[config.mk]
export PLATFORM = sky130hd
export DESIGN_NAME = decode_ctrl_stage
export DESIGN_NICKNAME = d
export VERILOG_FILES = /design/src/rtl/ctrl_pkg.sv /design/src/rtl/decode_ctrl_stage_decode.sv /design/src/rtl/decode_ctrl_stage.sv
export SDC_FILE = /design/constraint.sdc
export NUM_CORES = 1
export LEC_CHECK = 0
export CORE_MARGIN = 3
export CORE_UTILIZATION = 49
export CTS_BUF_LIST = sky130_fd_sc_hd__clkbuf_4
export DETAILED_ROUTE_END_ITERATION = 8
export GPL_ROUTABILITY_DRIVEN = 1
export GPL_TIMING_DRIVEN = 0
export PLACE_DENSITY = 0.86
export SYNTH_ARGS = -nofsm -noshare
export SYNTH_HDL_FRONTEND = slang
export SYNTH_HIERARCHICAL = 1
export SYNTH_SLANG_ARGS = --single-unit
[constraint.sdc]
create_clock -name clk -period 2.78 [get_ports clk]
set_input_delay 0.556 -clock clk [delete_from_list [all_inputs] [get_ports clk]]
set_output_delay 0.556 -clock clk [all_outputs]
set_load 0.02 [all_outputs]
[src/rtl/ctrl_pkg.sv]
// Shared decode constants and the E-stage control bundle for decode_ctrl_stage.
package ctrl_pkg;

    // Primary opcodes
    localparam logic [5:0] OP_RTYPE  = 6'h00;
    localparam logic [5:0] OP_REGIMM = 6'h01;
    localparam logic [5:0] OP_J      = 6'h02;
    localparam logic [5:0] OP_JAL    = 6'h03;
    localparam logic [5:0] OP_BEQ    = 6'h04;
    localparam logic [5:0] OP_BNE    = 6'h05;
    localparam logic [5:0] OP_BLEZ   = 6'h06;
    localparam logic [5:0] OP_BGTZ   = 6'h07;
    localparam logic [5:0] OP_ADDI   = 6'h08;
    localparam logic [5:0] OP_ADDIU  = 6'h09;
    localparam logic [5:0] OP_ANDI   = 6'h0C;
    localparam logic [5:0] OP_ORI    = 6'h0D;
    localparam logic [5:0] OP_XORI   = 6'h0E;
    localparam logic [5:0] OP_LUI    = 6'h0F;
    localparam logic [5:0] OP_COP0   = 6'h10;
    localparam logic [5:0] OP_LB     = 6'h20;
    localparam logic [5:0] OP_LH     = 6'h21;
    localparam logic [5:0] OP_LW     = 6'h23;
    localparam logic [5:0] OP_LBU    = 6'h24;
    localparam logic [5:0] OP_LHU    = 6'h25;
    localparam logic [5:0] OP_SB     = 6'h28;
    localparam logic [5:0] OP_SH     = 6'h29;
    localparam logic [5:0] OP_SW     = 6'h2B;

    // R-type funct codes
    localparam logic [5:0] F_SLL   = 6'h00;
    localparam logic [5:0] F_SRL   = 6'h02;
    localparam logic [5:0] F_SRA   = 6'h03;
    localparam logic [5:0] F_SLLV  = 6'h04;
    localparam logic [5:0] F_SRLV  = 6'h06;
    localparam logic [5:0] F_SRAV  = 6'h07;
    localparam logic [5:0] F_JR    = 6'h08;
    localparam logic [5:0] F_JALR  = 6'h09;
    localparam logic [5:0] F_MFHI  = 6'h10;
    localparam logic [5:0] F_MTHI  = 6'h11;
    localparam logic [5:0] F_MFLO  = 6'h12;
    localparam logic [5:0] F_MTLO  = 6'h13;
    localparam logic [5:0] F_MULT  = 6'h18;
    localparam logic [5:0] F_MULTU = 6'h19;
    localparam logic [5:0] F_DIV   = 6'h1A;
    localparam logic [5:0] F_DIVU  = 6'h1B;
    localparam logic [5:0] F_ADD   = 6'h20;
    localparam logic [5:0] F_ADDU  = 6'h21;
    localparam logic [5:0] F_SUB   = 6'h22;
    localparam logic [5:0] F_SUBU  = 6'h23;
    localparam logic [5:0] F_AND   = 6'h24;
    localparam logic [5:0] F_OR    = 6'h25;
    localparam logic [5:0] F_XOR   = 6'h26;
    localparam logic [5:0] F_NOR   = 6'h27;
    localparam logic [5:0] F_ERET  = 6'h18;

    // REGIMM rt selectors and COP0 rs selectors
    localparam logic [4:0] RT_BLTZ = 5'h00;
    localparam logic [4:0] RT_BGEZ = 5'h01;
    localparam logic [4:0] CP0_MF  = 5'h00;
    localparam logic [4:0] CP0_MT  = 5'h04;
    localparam logic [4:0] CP0_CO  = 5'h10;

    // ALU operations
    localparam logic [3:0] ALU_AND  = 4'b0000;
    localparam logic [3:0] ALU_OR   = 4'b0001;
    localparam logic [3:0] ALU_ADD  = 4'b0010;
    localparam logic [3:0] ALU_SUB  = 4'b0011;
    localparam logic [3:0] ALU_SLL  = 4'b0100;
    localparam logic [3:0] ALU_SRL  = 4'b0101;
    localparam logic [3:0] ALU_XOR  = 4'b0110;
    localparam logic [3:0] ALU_LUI  = 4'b0111;
    localparam logic [3:0] ALU_MOVE = 4'b1000;
    localparam logic [3:0] ALU_SRA  = 4'b1001;
    localparam logic [3:0] ALU_SLLV = 4'b1010;
    localparam logic [3:0] ALU_SRAV = 4'b1011;
    localparam logic [3:0] ALU_NOR  = 4'b1100;
    localparam logic [3:0] ALU_SRLV = 4'b1101;

    // Multiply/divide unit operations
    localparam logic [3:0] MD_MULT  = 4'b0000;
    localparam logic [3:0] MD_MULTU = 4'b0001;
    localparam logic [3:0] MD_DIV   = 4'b0010;
    localparam logic [3:0] MD_DIVU  = 4'b0011;
    localparam logic [3:0] MD_MFHI  = 4'b0100;
    localparam logic [3:0] MD_MFLO  = 4'b0101;
    localparam logic [3:0] MD_MTHI  = 4'b0110;
    localparam logic [3:0] MD_MTLO  = 4'b0111;

    typedef struct packed {
        logic       reg_dst;
        logic       alu_src;
        logic       mem_to_reg;
        logic       reg_write;
        logic       mem_read;
        logic       mem_write;
        logic       zero_ext;
        logic [3:0] alu_op;
        logic [3:0] md_op;
        logic       md_start;   // starts a multi-cycle mult/div
        logic [4:0] dst;
        logic       illegal;
    } ctrl_t;

    localparam ctrl_t CTRL_NOP = '0;

    // MD busy tracker: the counter value is the state, this is its view
    typedef enum logic {MD_IDLE = 1'b0, MD_BUSY = 1'b1} md_state_e;

endpackage

[src/rtl/decode_ctrl_stage_decode.sv]
// instr_decode: combinational D-stage decoder, instruction -> control bundle.
// With CTRL_ILLEGAL_EN defined, unknown encodings are flagged as illegal;
// otherwise they decode as a nop.
module instr_decode
    import ctrl_pkg::*;
(
    input  logic [31:0] i_instr,
    output ctrl_t       o_ctrl,
    output logic        o_is_md
);

    logic [5:0] w_op, w_funct;
    logic [4:0] w_rs, w_rt, w_rd;
    logic       w_bad, w_wr_rd, w_wr_rt;
    logic       w_unused_shamt;

    assign w_op    = i_instr[31:26];
    assign w_rs    = i_instr[25:21];
    assign w_rt    = i_instr[20:16];
    assign w_rd    = i_instr[15:11];
    assign w_funct = i_instr[5:0];
    // shamt is consumed by the ALU datapath, not by control decode
    assign w_unused_shamt = ^i_instr[10:6];

    // Decode opcode/funct into the bundle; destination chosen after the case
    always_comb begin
        o_ctrl  = CTRL_NOP;
        o_is_md = 1'b0;
        w_bad   = 1'b0;
        w_wr_rd = 1'b0;
        w_wr_rt = 1'b0;
        case (w_op)
            OP_RTYPE: begin
                case (w_funct)
                    F_ADD, F_ADDU: begin o_ctrl.alu_op = ALU_ADD;  w_wr_rd = 1'b1; end
                    F_SUB, F_SUBU: begin o_ctrl.alu_op = ALU_SUB;  w_wr_rd = 1'b1; end
                    F_AND:  begin o_ctrl.alu_op = ALU_AND;  w_wr_rd = 1'b1; end
                    F_OR:   begin o_ctrl.alu_op = ALU_OR;   w_wr_rd = 1'b1; end
                    F_XOR:  begin o_ctrl.alu_op = ALU_XOR;  w_wr_rd = 1'b1; end
                    F_NOR:  begin o_ctrl.alu_op = ALU_NOR;  w_wr_rd = 1'b1; end
                    F_SLL:  begin o_ctrl.alu_op = ALU_SLL;  w_wr_rd = 1'b1; end
                    F_SRL:  begin o_ctrl.alu_op = ALU_SRL;  w_wr_rd = 1'b1; end
                    F_SRA:  begin o_ctrl.alu_op = ALU_SRA;  w_wr_rd = 1'b1; end
                    F_SLLV: begin o_ctrl.alu_op = ALU_SLLV; w_wr_rd = 1'b1; end
                    F_SRLV: begin o_ctrl.alu_op = ALU_SRLV; w_wr_rd = 1'b1; end
                    F_SRAV: begin o_ctrl.alu_op = ALU_SRAV; w_wr_rd = 1'b1; end
                    F_JR:   ;
                    F_JALR: w_wr_rd = 1'b1;
                    F_MFHI: begin o_ctrl.md_op = MD_MFHI; o_is_md = 1'b1; w_wr_rd = 1'b1; end
                    F_MFLO: begin o_ctrl.md_op = MD_MFLO; o_is_md = 1'b1; w_wr_rd = 1'b1; end
                    F_MTHI: begin o_ctrl.md_op = MD_MTHI; o_is_md = 1'b1; end
                    F_MTLO: begin o_ctrl.md_op = MD_MTLO; o_is_md = 1'b1; end
                    F_MULT:  begin o_ctrl.md_op = MD_MULT;  o_ctrl.md_start = 1'b1; o_is_md = 1'b1; end
                    F_MULTU: begin o_ctrl.md_op = MD_MULTU; o_ctrl.md_start = 1'b1; o_is_md = 1'b1; end
                    F_DIV:   begin o_ctrl.md_op = MD_DIV;   o_ctrl.md_start = 1'b1; o_is_md = 1'b1; end
                    F_DIVU:  begin o_ctrl.md_op = MD_DIVU;  o_ctrl.md_start = 1'b1; o_is_md = 1'b1; end
                    default: w_bad = 1'b1;
                endcase
            end
            OP_ADDI, OP_ADDIU: begin o_ctrl.alu_op = ALU_ADD; o_ctrl.alu_src = 1'b1; w_wr_rt = 1'b1; end
            OP_ANDI: begin o_ctrl.alu_op = ALU_AND; o_ctrl.alu_src = 1'b1; o_ctrl.zero_ext = 1'b1; w_wr_rt = 1'b1; end
            OP_ORI:  begin o_ctrl.alu_op = ALU_OR;  o_ctrl.alu_src = 1'b1; o_ctrl.zero_ext = 1'b1; w_wr_rt = 1'b1; end
            OP_XORI: begin o_ctrl.alu_op = ALU_XOR; o_ctrl.alu_src = 1'b1; o_ctrl.zero_ext = 1'b1; w_wr_rt = 1'b1; end
            OP_LUI:  begin o_ctrl.alu_op = ALU_LUI; o_ctrl.alu_src = 1'b1; w_wr_rt = 1'b1; end
            OP_LB, OP_LH, OP_LW, OP_LBU, OP_LHU: begin
                o_ctrl.alu_op     = ALU_ADD;
                o_ctrl.alu_src    = 1'b1;
                o_ctrl.mem_read   = 1'b1;
                o_ctrl.mem_to_reg = 1'b1;
                w_wr_rt           = 1'b1;
            end
            OP_SB, OP_SH, OP_SW: begin
                o_ctrl.alu_op    = ALU_ADD;
                o_ctrl.alu_src   = 1'b1;
                o_ctrl.mem_write = 1'b1;
            end
            OP_BEQ, OP_BNE, OP_BLEZ, OP_BGTZ: o_ctrl.alu_op = ALU_SUB;
            OP_REGIMM: begin
                if (w_rt == RT_BLTZ || w_rt == RT_BGEZ) o_ctrl.alu_op = ALU_SUB;
                else                                     w_bad = 1'b1;
            end
            OP_J:   ;
            OP_JAL: begin o_ctrl.reg_write = 1'b1; o_ctrl.dst = 5'd31; end
            OP_COP0: begin
                if (w_rs == CP0_MF) begin
                    o_ctrl.alu_op = ALU_MOVE;
                    w_wr_rt       = 1'b1;
                end else if (w_rs == CP0_MT) begin
                    o_ctrl.alu_op = ALU_MOVE;
                end else if (!(w_rs == CP0_CO && w_funct == F_ERET)) begin
                    w_bad = 1'b1;
                end
            end
            default: w_bad = 1'b1;
        endcase

        if (w_wr_rd) begin
            o_ctrl.reg_dst   = 1'b1;
            o_ctrl.reg_write = 1'b1;
            o_ctrl.dst       = w_rd;
        end
        if (w_wr_rt) begin
            o_ctrl.reg_write = 1'b1;
            o_ctrl.dst       = w_rt;
        end

`ifdef CTRL_ILLEGAL_EN
        if (w_bad) begin
            o_ctrl         = CTRL_NOP;
            o_ctrl.illegal = 1'b1;
        end
`else
        if (w_bad) o_ctrl = CTRL_NOP;
`endif
    end

endmodule

[src/rtl/decode_ctrl_stage.sv]
// decode_ctrl_stage: registered ID->EX control stage with load-use and
// MD-busy stall generation. Optional macro CTRL_ILLEGAL_EN enables the
// illegal-instruction flag (decoder drives it to 0 when undefined).
module decode_ctrl_stage
    import ctrl_pkg::*;
#(
    parameter int MULT_LAT = 5,
    parameter int DIV_LAT  = 10
) (
    input  logic        clk,
    input  logic        reset_n,
    input  logic [31:0] instr_d,
    input  logic        valid_d,
    input  logic        flush,
    output logic        stall_d,
    output logic        e_valid,
    output logic        e_reg_dst,
    output logic        e_alu_src,
    output logic        e_mem_to_reg,
    output logic        e_reg_write,
    output logic        e_mem_read,
    output logic        e_mem_write,
    output logic        e_zero_ext,
    output logic [3:0]  e_alu_op,
    output logic [3:0]  e_md_op,
    output logic        e_md_start,
    output logic [4:0]  e_dst,
    output logic        md_busy,
    output logic        e_illegal
);

    ctrl_t      w_dec, r_e;
    logic       w_is_md, r_e_valid;
    logic       w_load_use, w_md_stall, w_issue;
    logic [5:0] r_md_cnt, w_md_cnt_nxt;
    md_state_e  w_md_state;

    instr_decode u_dec (
        .i_instr (instr_d),
        .o_ctrl  (w_dec),
        .o_is_md (w_is_md)
    );

    assign w_md_state = (r_md_cnt != 6'd0) ? MD_BUSY : MD_IDLE;
    assign md_busy    = (w_md_state == MD_BUSY);

    // A load in E whose destination feeds either source field of D must wait one cycle
    assign w_load_use = r_e_valid && r_e.mem_read && (r_e.dst != 5'd0) && valid_d &&
                        ((r_e.dst == instr_d[25:21]) || (r_e.dst == instr_d[20:16]));
    assign w_md_stall = w_is_md && md_busy;
    assign stall_d    = w_load_use || w_md_stall;
    assign w_issue    = valid_d && !stall_d && !flush;

    // ID/EX register: decoded bundle on issue, bubble otherwise
    always_ff @(posedge clk or negedge reset_n) begin
        if (!reset_n) begin
            r_e       <= CTRL_NOP;
            r_e_valid <= 1'b0;
        end else if (w_issue) begin
            r_e       <= w_dec;
            r_e_valid <= 1'b1;
        end else begin
            r_e       <= CTRL_NOP;
            r_e_valid <= 1'b0;
        end
    end

    // MD busy counter state register
    always_ff @(posedge clk or negedge reset_n) begin
        if (!reset_n) r_md_cnt <= 6'd0;
        else          r_md_cnt <= w_md_cnt_nxt;
    end

    // Counter next state: count down while busy; reload when a mult/div issues.
    // A later flush of that op does not cancel the window.
    always_comb begin
        w_md_cnt_nxt = r_md_cnt;
        case (w_md_state)
            MD_IDLE: w_md_cnt_nxt = 6'd0;
            MD_BUSY: w_md_cnt_nxt = r_md_cnt - 6'd1;
            default: w_md_cnt_nxt = 6'd0;
        endcase
        if (w_issue && w_dec.md_start) begin
            if (w_dec.md_op == MD_DIV || w_dec.md_op == MD_DIVU) w_md_cnt_nxt = 6'(DIV_LAT);
            else                                                  w_md_cnt_nxt = 6'(MULT_LAT);
        end
    end

    assign e_valid      = r_e_valid;
    assign e_reg_dst    = r_e.reg_dst;
    assign e_alu_src    = r_e.alu_src;
    assign e_mem_to_reg = r_e.mem_to_reg;
    assign e_reg_write  = r_e.reg_write;
    assign e_mem_read   = r_e.mem_read;
    assign e_mem_write  = r_e.mem_write;
    assign e_zero_ext   = r_e.zero_ext;
    assign e_alu_op     = r_e.alu_op;
    assign e_md_op      = r_e.md_op;
    assign e_md_start   = r_e.md_start;
    assign e_dst        = r_e.dst;
    assign e_illegal    = r_e.illegal;

endmodule
### Word level (Yosys, flattened, before mapping)

Index checks and enable logic that the tools add are counted.

| operators by class | value |
|---|---|
| $mul | 0 |
| equality and inequality tests | 52 |
| $add $sub $neg | 1 |
| magnitude comparators | 0 |
| reduce and logical (&&, ||, !) cells | 35 |
| mux-type cells | 38 |
| divide/modulo/power cells | 0 |
| bitwise operators | 1 |
| shifts and indexed selects | 0 |

Operators by type and width:

| operator | count |
|---|---|
| $eq A6 B6 Y1 const B | 16 |
| $eq A6 B5 Y1 const B | 9 |
| $eq A6 B4 Y1 const B | 8 |
| $mux W22 | 2 |
| $pmux W4 S11 | 1 |
| $eq A6 B3 Y1 const B | 7 |
| $pmux W4 S8 | 1 |
| $eq A6 B2 Y1 const B | 4 |
| $reduce_or A24 Y1 | 1 |
| $mux W1 | 21 |
| $pmux W3 S7 | 1 |
| $reduce_or A20 Y1 | 1 |
| $reduce_or A17 Y1 | 1 |
| $mux W4 | 4 |
| $mux W5 | 3 |
| $reduce_or A14 Y1 | 1 |
| $logic_not A6 Y1 | 2 |
| $pmux W6 S2 | 1 |
| $reduce_or A11 Y1 | 1 |
| $eq A5 B5 Y1 | 2 |
| $logic_not A5 Y1 | 2 |
| $reduce_or A10 Y1 | 1 |
| $logic_and A1 B1 Y1 | 9 |
| $eq A4 B2 Y1 const B | 2 |
| 19 further kinds | 26 |

| word-level totals | value |
|---|---|
| RAM bits | 0 |
| output and inout bits | 25 |
| bits in registers | 29 |
| input bits | 36 |
| memory bits (read-only) | 0 |
| logic and storage cells | 141 |
| latch bits | 0 |
| memories | 0 |

### Longest topological paths before layout

| logic depth | value |
|---|---|
| word-level depth | 11 |
| gate-level depth with buffers | 9 |
| mapped depth without buffers | 8 |

### Cells and area by module

The synthesis kept the hierarchy.

Modules (own cells, without submodules):

| module | times used | cells each | seq. area each (um2) | area an instance (um2) |
|---|---|---|---|---|
| decode_ctrl_stage | 1 | 112 | 725.7 | 1293.7 |
| instr_decode | 1 | 98 | 0.0 | 680.7 |

### Least setup slack after synthesis

OpenSTA, ideal clock, no wires.

| timing | value |
|---|---|
| path type | input to output |
| from | in instr_d[27] |
| to | out stall_d |
| path slack | 5 ps |
| data required time | 2224 ps |
| data arrival time | 2219 ps |
| path buffers | 1 |
| stages on the path | 8 |
| path through | buf_6 > or4_4 > nor3_4 > nand3_1 > inv_1 > nand2_1 > a21boi_4 > inv_1 |

| on the way | value |
|---|---|
| cells in the longest elaborated chain, start to end | 4 |

RTL lines:

| element | RTL line | RTL |
|---|---|---|
| from (decl) | decode_ctrl_stage.sv:12 | `input logic [31:0] instr_d,` |
| $logic_not A6 Y1 | decode_ctrl_stage_decode.sv:32 | `case (w_op)` |
| $mux W1 | decode_ctrl_stage_decode.sv:32 |  |
| named net w_is_md | decode_ctrl_stage.sv:33 | `logic w_is_md, r_e_valid;` |
| $logic_and A1 B1 Y1 | decode_ctrl_stage.sv:50 | `assign w_md_stall = w_is_md && md_busy;` |
| $logic_or A1 B1 Y1 | decode_ctrl_stage.sv:51 | `assign stall_d = w_load_use \|\| w_md_stall;` |
| to (decl) | decode_ctrl_stage.sv:15 | `output logic stall_d,` |

The timed path passes the listed nets, and every way through them passes these cells.

### Worst setup path after layout

| timing | value |
|---|---|
| from | in instr_d[26] |
| to | out stall_d |

The elaborated chain is that of the path after synthesis.

==> flow_summary_export.csv <==
group,metric,value,unit
status,outcome,"finished clean",
clock_tree,postCtsHoldBufs,0,
routing,post_drt_wl_per_cell,14.74,microns
clock_tree,clockRootBuffer,"clkbuf_4",
sta,fmaxAchievable,377.4,MHz
clock_tree,clk_latency,0.32,ns
routing,drc_errors,0,
cells_and_area,syn2layout_area_growth,32.70,%
die,die_area,4827,sq um
sta,slew_violations,0,
yosys,synth.distinct_cells,58,
sta,min_period,2.650,ns
die,die_w,69.48,microns
yosys,syn-mean-instance-area,9.402,sq um
placement,portBuffers,49,
grt,track_usage,20.32,%
critical_path,reg2reg_slack,0.77,ns
pwr,p_leak,1.217,nW
cells_and_area,largest_reg_flops,6,
critical_path,worstPathMaxFanout,8,
cells_and_area,nets,310,
pwr,ir_worst_vdd,166.0,uV
sta,worstMarginPinSlew,0.6259,ns
sta,hold_viol_final,0,
critical_path,worstSetupEndpointType,"primary output",
yosys,ys_dominant_reg_cell,"dfrtp_1",
yosys,yosys_warnings,6,
yosys,seq_area_frac_synth,36.76,%
clock_tree,clk_transition_reported_paths,0.09,ns
yosys,synth_top_area_cell,"dfrtp_1",
grt,grt_pass1_wl,7.900,mm
die,core,3771,sq um
cells_and_area,regMostFlops,"r_md_cnt",
yosys,async_reset_ff_share,100.0,%
yosys,syn_inst,210,
placement,gp_congestion,0.8254,
cells_and_area,insertedDiodeCount,0,
pwr,p_total,1.142,mW
grt,antenna_found_initial,0,
clock_tree,cts_sinks,29,
sta,fin_crit_sh,95.33,%
die,fp.dieH,69.48,microns
cells_and_area,nFillCells,312,
yosys,synth_area_leaders,"dfrtp_1, and3_1, xnor2_1",
clock_tree,clk_path_buf_depth,2,
critical_path,crit_type,"input port to primary output",
sta,finalSetupViolations,0,
die,placementRows,22,
routing,vias,1741,
critical_path,required,2.22,ns
critical_path,start_kind,"input port",
cells_and_area,final_common_cell,"clkdlybuf4s50_1",
grt,gr-total-overflow,0,
sta,whs,0.2491,ns
yosys,yosys.area.top_type_share,36.76,%
cells_and_area,final_layout_size_suffix_gt1_share,16.54,%
yosys,ys_seq_elements,29,
placement,dpl_cell_area,2529,sq um
routing,antenna_left,0,
worst_hold_path,hold_path.class,"input port to async pin",
clock_tree,cts_buffers,5,
clock_tree,htree_levels,2,
placement,dp_hpwl,3.669,mm
pwr,powerDensity,435.8,nW/um^2
sta,worst_slew_margin_rel,58.28,%
routing,drt_first_pass_iters,4,
routing,routed_wl,4.716,mm
clock_tree,cts_tree,"built",
grt,grt_max_degree,30,
yosys,synth_area,1974,sq um
sta,setup-tns-final,0,ns
sta,fin_worst_skew,0.009437,ns
sta,rsz0062_at_grt,"false",
routing,routed_via_density,5.441,
die,start_util,52.36,%
die,num_io_pins,61,
routing,drtIter0Drc,106,
cells_and_area,layout_common_cells,"clkdlybuf4s50_1, dfrtp_1, nand2_1, and3_1",
cells_and_area,utilization,69.48,%
cells_and_area,stdcell_area,2620,sq um
yosys,synth_edf_count,0,
critical_path,cp.arrival,2.09,ns
grt,grt_pass1_vias,1644,
flow_run,drv_cap,0,
## per-layer routing
layer | GRT usage [%] | vias up | part of all wire [%]
met5 | 0 | - | 0
li1 | - | 869 | -
met3 | 4.348 | 4 | 4.9
met1 | 28.40 | 819 | 46
met4 | 5.206 | 0 | 0.72
met2 | 31.99 | 49 | 48
## layout make-up
class / instances / area (sq um) / area share [%]
multi-input combinational: 153 / 1089 / 41.55
sequential: 29 / 725.7 / 27.70
timing repair buffer: 54 / 521.8 / 19.91
buffer: 14 / 118.9 / 4.537
tap: 48 / 60.06 / 2.292
inverter: 15 / 56.30 / 2.149
clock buffer: 6 / 45.04 / 1.719
clock inverter: 1 / 3.754 / 0.1433
## path summary, 6_finish.rpt
check / from / to / cells after the start
setup / recovery: instr_d[26] / stall_d / 9
hold / removal: reset_n / e_mem_read / 1
setup reg to reg: e_dst[1] / r_md_cnt[2] / 6
hold reg to reg: r_md_cnt[5] / r_md_cnt[5] / 3
max in group asynchronous: reset_n / e_illegal / 1
min in group clk: r_md_cnt[5] / r_md_cnt[5] / 3
## critical path, cell delays in order
cell and delay (ns):
clkdlybuf4s15_2 0.24, or4_4 0.46, nor3_4 0.17, nand3_2 0.13
inv_2 0.08, nand2_1 0.07, a21boi_4 0.18, inv_2 0.08
buf_4 0.13
## through the flow
stage               setup slack [ns]  std cells
finish                        0.1300        320
global route                 0.03449        320
floorplan                   0.004553        211
detailed placement            -1.212        308
global placement              -1.166        308
CTS                         0.003751        320
## kinds of logic (layout without fill, tap and decap cells)
family	after synthesis	count (layout)	share of synthesized area, %
AND/OR/NAND/NOR	87	87	26.24
AO/OA/AOI/OAI	43	43	18.00
flip-flops	29	29	36.76
buffers and inverters	29	90	8.871
XOR/XNOR	15	15	6.654
multiplexers	4	4	2.028
adder cells (fa/ha/maj)	2	2	1.267
other	1	2	0.1899
## what timing repair did
action                                  CTS  global route
endpoints found under the setup margin    8             1
pin swaps                                 3             2
gates resized for setup                  11             1
buffers inserted                          5             0
## synth_stat cells, drive strengths merged, types with 2 or more instances
cell     n
inv     15
nand3    6
ha       2
and3    21
nand2b   7
o21ai    6
or4      3
dfrtp   29
xor2     2
nor3b    2
a31oi    2
a21oi    3
o211ai   7
o32ai    2
nor2    13
and2b    2
nand2   19
a32oi    5
a211oi   2
clkbuf   6
o22ai    5
buf      8
mux2i    4
xnor2   13
nor3     5
## report_power, final
part	total, mW	switching [mW]	internal (mW)
logic	0.393	0.202	0.191
registers	0.513	0.0379	0.475
clock network	0.235	0.134	0.101
total	1.14	0.374	0.768
Note: power is estimated with default switching activity, not from simulation.
